File: config.mk
export PLATFORM = sky130hd
export DESIGN_NAME = register_file
export DESIGN_NICKNAME = d
export VERILOG_FILES = /design/src/rtl/register_file.sv
export SDC_FILE = /design/constraint.sdc
export NUM_CORES = 2
export LEC_CHECK = 0
export CAP_MARGIN = 10
export CORE_UTILIZATION = 40
export CTS_CLUSTER_DIAMETER = 150
export CTS_CLUSTER_SIZE = 10
export DETAILED_ROUTE_END_ITERATION = 12
export PLACE_DENSITY = 0.63
export SYNTH_ARGS = -nofsm -noshare
export SYNTH_HDL_FRONTEND = slang
export SYNTH_SLANG_ARGS = --single-unit
export TNS_END_PERCENT = 30
File: constraint.sdc
create_clock -name clk -period 2.8 [get_ports clk]
set_clock_uncertainty 0.1 [all_clocks]
set_input_delay 0.28 -clock clk [delete_from_list [all_inputs] [get_ports clk]]
set_output_delay 0.28 -clock clk [all_outputs]
set_load 0.02 [all_outputs]
File: src/rtl/register_file.sv
// register_file: DEPTH x WIDTH register file with two combinational read
// ports, write-to-read bypass, and a per-entry busy scoreboard that marks
// entries whose producer has been reserved but not yet written back.
module register_file #(
    parameter int  WIDTH    = 32,
    parameter int  DEPTH    = 32,
    parameter bit  ZERO_REG = 1'b1,
    localparam int AW       = (DEPTH > 1) ? $clog2(DEPTH) : 1
) (
    input  logic             clk,
    input  logic             rst_n,
    input  logic [AW-1:0]    ra_addr,
    output logic [WIDTH-1:0] ra_data,
    output logic             ra_busy,
    input  logic [AW-1:0]    rb_addr,
    output logic [WIDTH-1:0] rb_data,
    output logic             rb_busy,
    input  logic             res_en,
    input  logic [AW-1:0]    res_addr,
    input  logic             we,
    input  logic [AW-1:0]    w_addr,
    input  logic [WIDTH-1:0] w_data
);

    typedef struct packed {
        logic             busy;
        logic [WIDTH-1:0] data;
    } rd_t;

    logic [WIDTH-1:0] mem [DEPTH];
    logic [DEPTH-1:0] busy;

    // Writes and reservations aimed at the hardwired zero entry are dropped.
    logic wr_ok;
    logic res_ok;

    assign wr_ok  = we     && !(ZERO_REG && (w_addr   == '0));
    assign res_ok = res_en && !(ZERO_REG && (res_addr == '0));

    // Resolve one read port: zero entry, then bypass from writeback, then storage.
    function automatic rd_t read_port(input logic [AW-1:0] addr);
        rd_t r;
        r.busy = 1'b0;
        r.data = '0;
        if (!rst_n || (ZERO_REG && (addr == '0))) begin
            r.busy = 1'b0;
            r.data = '0;
        end else if (we && (w_addr == addr)) begin
            r.data = w_data;
            r.busy = res_en && (res_addr == addr);
        end else begin
            r.data = mem[addr];
            r.busy = busy[addr];
        end
        return r;
    endfunction

    // Data storage: written at writeback.
    // NOTE: the array is cleared on reset because reads of never-written
    // entries must return 0; this costs a reset net per flop, not a RAM macro.
    always_ff @(posedge clk or negedge rst_n) begin
        if (!rst_n) begin
            for (int i = 0; i < DEPTH; i++) begin
                mem[i] <= '0;
            end
        end else if (wr_ok) begin
            // NOTE: non-blocking assignments keep every flop sampling the
            // pre-edge values, so readers and writers never race in simulation.
            mem[w_addr] <= w_data;
        end
    end

    // Busy scoreboard: writeback clears, reserve sets; reserve is applied
    // last so a same-edge write+reserve to one entry leaves it busy.
    always_ff @(posedge clk or negedge rst_n) begin
        if (!rst_n) begin
            busy <= '0;
        end else begin
            if (wr_ok) begin
                busy[w_addr] <= 1'b0;
            end
            if (res_ok) begin
                busy[res_addr] <= 1'b1;
            end
        end
    end

    // Read port A.
    always_comb begin
        rd_t r;
        r       = read_port(ra_addr);
        ra_data = r.data;
        ra_busy = r.busy;
    end

    // Read port B.
    always_comb begin
        rd_t r;
        r       = read_port(rb_addr);
        rb_data = r.data;
        rb_busy = r.busy;
    end

endmodule

Word level (Yosys, flattened, before mapping)
Cells that the tools add are included.

word-level totals
  flip-flop bits (word level) = 1,056
  bits of input ports = 56
  word-level logic and storage cells = 94

operators by class
  magnitude comparators = 10
  eq/ne operators = 4
  multiplexer cells = 23
  bitwise operators = 6
  reduce and logical (&&, ||, !) cells = 18

operators with widths
  kind                count
  $bwmux 1024         1
  $bmux 32 s5         2
  $mux 32             7
  $demux 32 s5        1
  $mux 33             4
  $and 32x32->32      1
  $not 32->32         1
  $or 32x32->32       1
  $lt 5x6->1 const B  4
  $eq 5x5->1          4
  $logic_not 5->1     4
  $ge 6x6->1 const B  3
  $not 5->6           3
  $bmux 1 s5          2
  $demux 1 s5         2
  $ge 5x1->1 const B  2
  $logic_and 1x1->1   9
  $lt 6x1->1 const B  1
  $mux 1              4
  $logic_not 1->1     3
  $logic_or 1x1->1    2

Longest topological paths before layout
  word-level depth = 9
  gate-level depth with buffers = 10
  mapped depth without buffers = 5

Worst setup path after synthesis
Ideal clock, no wire load.

  kind = input to output
  from = in rb_addr[0]
  to = out rb_data[21]
  arrival time = 2.269 ns
  required time = 2.420 ns
  path slack = 0.151 ns
  stages = 9
  path buffers = 4
  cell sequence = buf_2 > buf_2 > buf_4 > buf_4 > mux2i_1 > a221oi_1 > o21ai_1 > o2111a_1 > nor4_1

on the way
  longest elaborated chain between the ends = 6
  elaborated cells on any way between the ends = 10
  classes of those cells = eq/ne: 1; mux: 5; bitwise: 1; reduce/logical: 3

ends and longest elaborated chain
  item                                         RTL line  source
  start: declaration                           15        input logic [AW-1:0] rb_addr,
  $not 5->6 (not written as such)              52        r.data = mem[addr];
  $bmux 32 s5                                  52
  $mux 32 (not written as such) (2 in series)  52
  $mux 33                                      48        end else if (we && (w_addr == addr)) begin
  $mux 33 *                                    45        if (!rst_n || (ZERO_REG && (addr == '0))) begin
  end: declaration                             16        output logic [WIDTH-1:0] rb_data,

Every way passes the cells marked *; elsewhere a longest branch is shown, timed or not. The select of a mux whose other input is x is not followed.

Final worst setup path
  from = reg mem[15] (netlist bit)
  to = out ra_data[15]

on the way
  longest elaborated chain between the ends = 5

ends and longest elaborated chain
  item                                         RTL line  source
  start: declaration                           30        logic [WIDTH-1:0] mem [DEPTH];
  start signal: indexed assignment             69        mem[w_addr] <= w_data;
  $bmux 32 s5                                  52
  $mux 32 (not written as such) (2 in series)  52
  $mux 33                                      48
  $mux 33                                      45
  end: declaration                             13        output logic [WIDTH-1:0] ra_data,

No other way between the ends. The select of a mux whose other input is x is not followed.

==> implementation parameters <==
Parameter                              Value

Worst hold path
  Worst Hold Class    in -> async

Yosys
  Ys async rst share    1.000
  Cell area after synthesis    56590 um^2
  Primary flip-flop cell chosen by synthesis mapping    sky130_fd_sc_hd__dfrtp_1
  Mean instance size in the synthesized netlist    15.07 um^2
  Post-synthesis register bit count    1056
  Cells after synthesis    3755
  Yosys synthesis warning count    0
  Synthesized netlist net count    3811
  Sequential fraction of the synthesis area    0.4670
  Number of enable-type register cells in the synthesized netlist    0
  Synth unique cells    49

Clocking
  Number of levels the H-tree was split into    3
  Register clock-pin slew on the reported worst setup and hold paths    0.06 ns
  Maximum number of buffers from clock root to sink    3
  Skew-Pair Late Insertion Delay    0.73 ns
  Clock root buffer master    sky130_fd_sc_hd__clkbuf_16
  Number of clock sinks    1056
  TritonCTS Buffers    115
  TritonCTS clock tree    done

Die
  Initial cell density of the core    0.4046
  Die Footprint    143000 um^2
  Die Y    378.1 um
  Horiz. Die Dim    378.1 um
  I/O pin count    122
  Num rows    137
  Core outline area    139900 um^2

Drt
  Routed wire length    196600 um
  Via count    38.24k
  DRC violation total after the first TritonRoute iteration    4214
  Count of nets left with antenna violations after detail routing    0
  Number of remaining DRC errors    0
  First-pass iteration count of the detailed router    5
  Average vias per placed instance    6.456
  Average wire length per cell after detail routing    33.19 um

Setup path
  Top fanout value on the critical path    2
  Delay contributed by the slowest stage of the critical path    0.50 ns
  Number of cells on the worst reg-to-reg path    2
  Cells traversed along the worst timing path    mux4_2 -> mux4_2 -> nand2b_4 -> a32o_2 -> buf_6
  Worst endpoint required time    2.42 ns
  Category of the critical setup timing path    reg -> out
  Worst EP arrival    2.79 ns
  Cell with the largest stage delay on the worst path    sky130_fd_sc_hd__mux4_2
  Critical path endpoint category    output port
  Crit path top cell by count    sky130_fd_sc_hd__mux4_2
  Crit path launch type    flip-flop

Placement
  Placed Cells    5774
  Count of port buffers added during placement    121
  Area post-placement    63620 um^2
  Placed wire-length estimate after detailed placement    127200 um
  Final estimated routing congestion in global placement    0.8659

Timing
  Maximum operating frequency    315.7 MHz
  Final critical path time including I/O delays and setup    3.167 ns
  Total count of max-transition violations in the final report    0
  Period utilization    1.131
  Unrepaired setup endpoints after global routing    true
  Worst-case setup margin in the final layout    -0.3673 ns
  Worst slew margin relative to its limit    0.2675
  Worst slew pin tran    1.099 ns
  Number of hold violations in the final report    0
  Final setup viols    56
  Final hold slack    0.1544 ns

Global route
  Overall fraction of global-route tracks in use    0.2793
  Number of global-route vias before repair    39.16k
  Total grt overflow    0
  Global-route wire length before repair    287600 um
  Largest net degree at the start of global routing    190
  Number of antenna violations at the first check in global routing    3

Cells and area
  Layout Cell Area excl Fill    67530 um^2
  Layout overhead on the synthesized area    19.34%
  Cell Count, Final, Fillers Out    5924
  Layout cell share with drive strength beyond 1    0.3702
  Number of nets in the finished design    4097

Outcome
  Violations in the final reports    negative setup slack
  Run status    finished with violations

Power
  Net load switching power    0.01231 W
  Relative contribution of the clock network to total power    0.307
  Net switching fraction of the power    0.2825
  Internal power consumption    0.03128 W
  Share of power burned in registers    0.465
  Gate power share    0.228
  Power density of the placed cells    645.5 nW/um^2
  VDD IR max    0.5016 mV
  P_leak    29.70 nW

Run
  Max Cap Viol    0
per-layer routing:
| layer | vias to the layer above | track usage | routed length [um] |
|---|---|---|---|
| met3 | 403 | 0.06109 | 18690 |
| met4 | 0 | 0.1076 | 8364 |
| met2 | 1872 | 0.4205 | 88630 |
| met1 | 20762 | 0.3941 | 80930 |
| li1 | 15206 | - | - |
| met5 | - | 0 | 0 |
layout by cell type, fill, tap and decap left out, types with 44 or more instances in the layout:
cell type                   instances
sky130_fd_sc_hd__dfrtp_1         1056
sky130_fd_sc_hd__mux2_1           862
sky130_fd_sc_hd__mux4_2           510
sky130_fd_sc_hd__buf_4            345
sky130_fd_sc_hd__buf_12           141
sky130_fd_sc_hd__mux2_2           133
sky130_fd_sc_hd__clkbuf_16        116
sky130_fd_sc_hd__a22oi_1          108
sky130_fd_sc_hd__mux2i_1          107
sky130_fd_sc_hd__buf_6             44
worst max-delay path: cells and delay by family (launching register included):
kind	cells	cell delay, ns
mux	2	0.99
flops	1	0.39
compound gates	1	0.34
simple gates	1	0.17
buf+inv	1	0.15
stage by stage:
step	power [W]	TNS [ns]	util	setup WS (ns)
floorplan	0.02629	0	-	0.1506
global placement	0.02966	-36.69	0.4549	-0.7843
detailed placement	0.02998	-36.23	0.4549	-0.7760
CTS	0.04365	-12.92	0.4807	-0.4015
global route	0.04537	-13.62	0.4828	-0.4065
finish	0.04359	-10.55	0.4828	-0.3673
flip-flops by register name, summed over array words and instances, names as in the netlist:
signal	cells
mem	1024
busy	32
path summary, 6_finish.rpt:
path                           start          end  slack (ns)
hold reg to reg             mem[997]     mem[997]        0.29
min in group clk           w_data[5]     mem[773]        0.24
hold / removal                 rst_n     mem[239]        0.15
setup reg to reg            mem[489]     mem[489]        1.73
max in group asynchronous      rst_n     mem[104]        0.56
setup / recovery             mem[15]  ra_data[15]       -0.37
kinds of logic after synthesis:
family,synth area share
XOR/XNOR,0.003095
flip-flops,0.4670
buffers and inverters,0.03633
AO/OA/AOI/OAI,0.05161
multiplexers,0.4204
AND/OR/NAND/NOR,0.02156
final cells by class:
| class | instances | area (um^2) |
|---|---|---|
| clock buffer | 116 | 2903 |
| inverter | 17 | 63.81 |
| timing repair buffer | 611 | 6698 |
| clock inverter | 7 | 90.09 |
| sequential | 1056 | 26430 |
| fill | 11959 | 72340 |
| multi-input combinational | 2240 | 29000 |
| antenna | 1 | 2.502 |
| tap | 1876 | 2347 |
Yosys cell counts, types with 33 or more instances:
master                     count  area [um^2]
sky130_fd_sc_hd__nor2_1       35        131.4
sky130_fd_sc_hd__o22ai_1      40        250.2
sky130_fd_sc_hd__mux2i_1     110         1101
sky130_fd_sc_hd__mux2_1      862         9707
sky130_fd_sc_hd__a221oi_1     46        402.9
sky130_fd_sc_hd__buf_1        49        183.9
sky130_fd_sc_hd__mux2_2      133         1498
sky130_fd_sc_hd__a22oi_1     148         1111
sky130_fd_sc_hd__clkbuf_1    244        915.9
sky130_fd_sc_hd__mux4_2      510        11490
sky130_fd_sc_hd__a32o_1       33        330.3
sky130_fd_sc_hd__nand2_1      42        157.7
sky130_fd_sc_hd__buf_2       119        595.6
sky130_fd_sc_hd__dfrtp_1    1056        26430
power by group through the flow:
| stage | Clock [W] | Sequential [W] | Combinational, W |
|---|---|---|---|
| after floorplan | 0 | 0.0197 | 0.00657 |
| after global routing | 0.0141 | 0.0207 | 0.0106 |
| final | 0.0134 | 0.0203 | 0.00995 |
| after global placement | 0 | 0.0203 | 0.00936 |
| after CTS | 0.0136 | 0.0202 | 0.00986 |
| after detailed placement | 0 | 0.0205 | 0.00953 |
timing repair:
| action | in CTS | in global routing |
|---|---|---|
| hold buffers | 5 | 0 |
| setup buffers | 18 | 7 |
| hold endpoints to repair | 331 | 0 |
| gates resized for setup | 294 | 56 |
| setup endpoints to repair | 66 | 64 |
| cloned | 0 | 0 |
| pin swaps | 67 | 26 |
(Power assumes the default switching activity.)
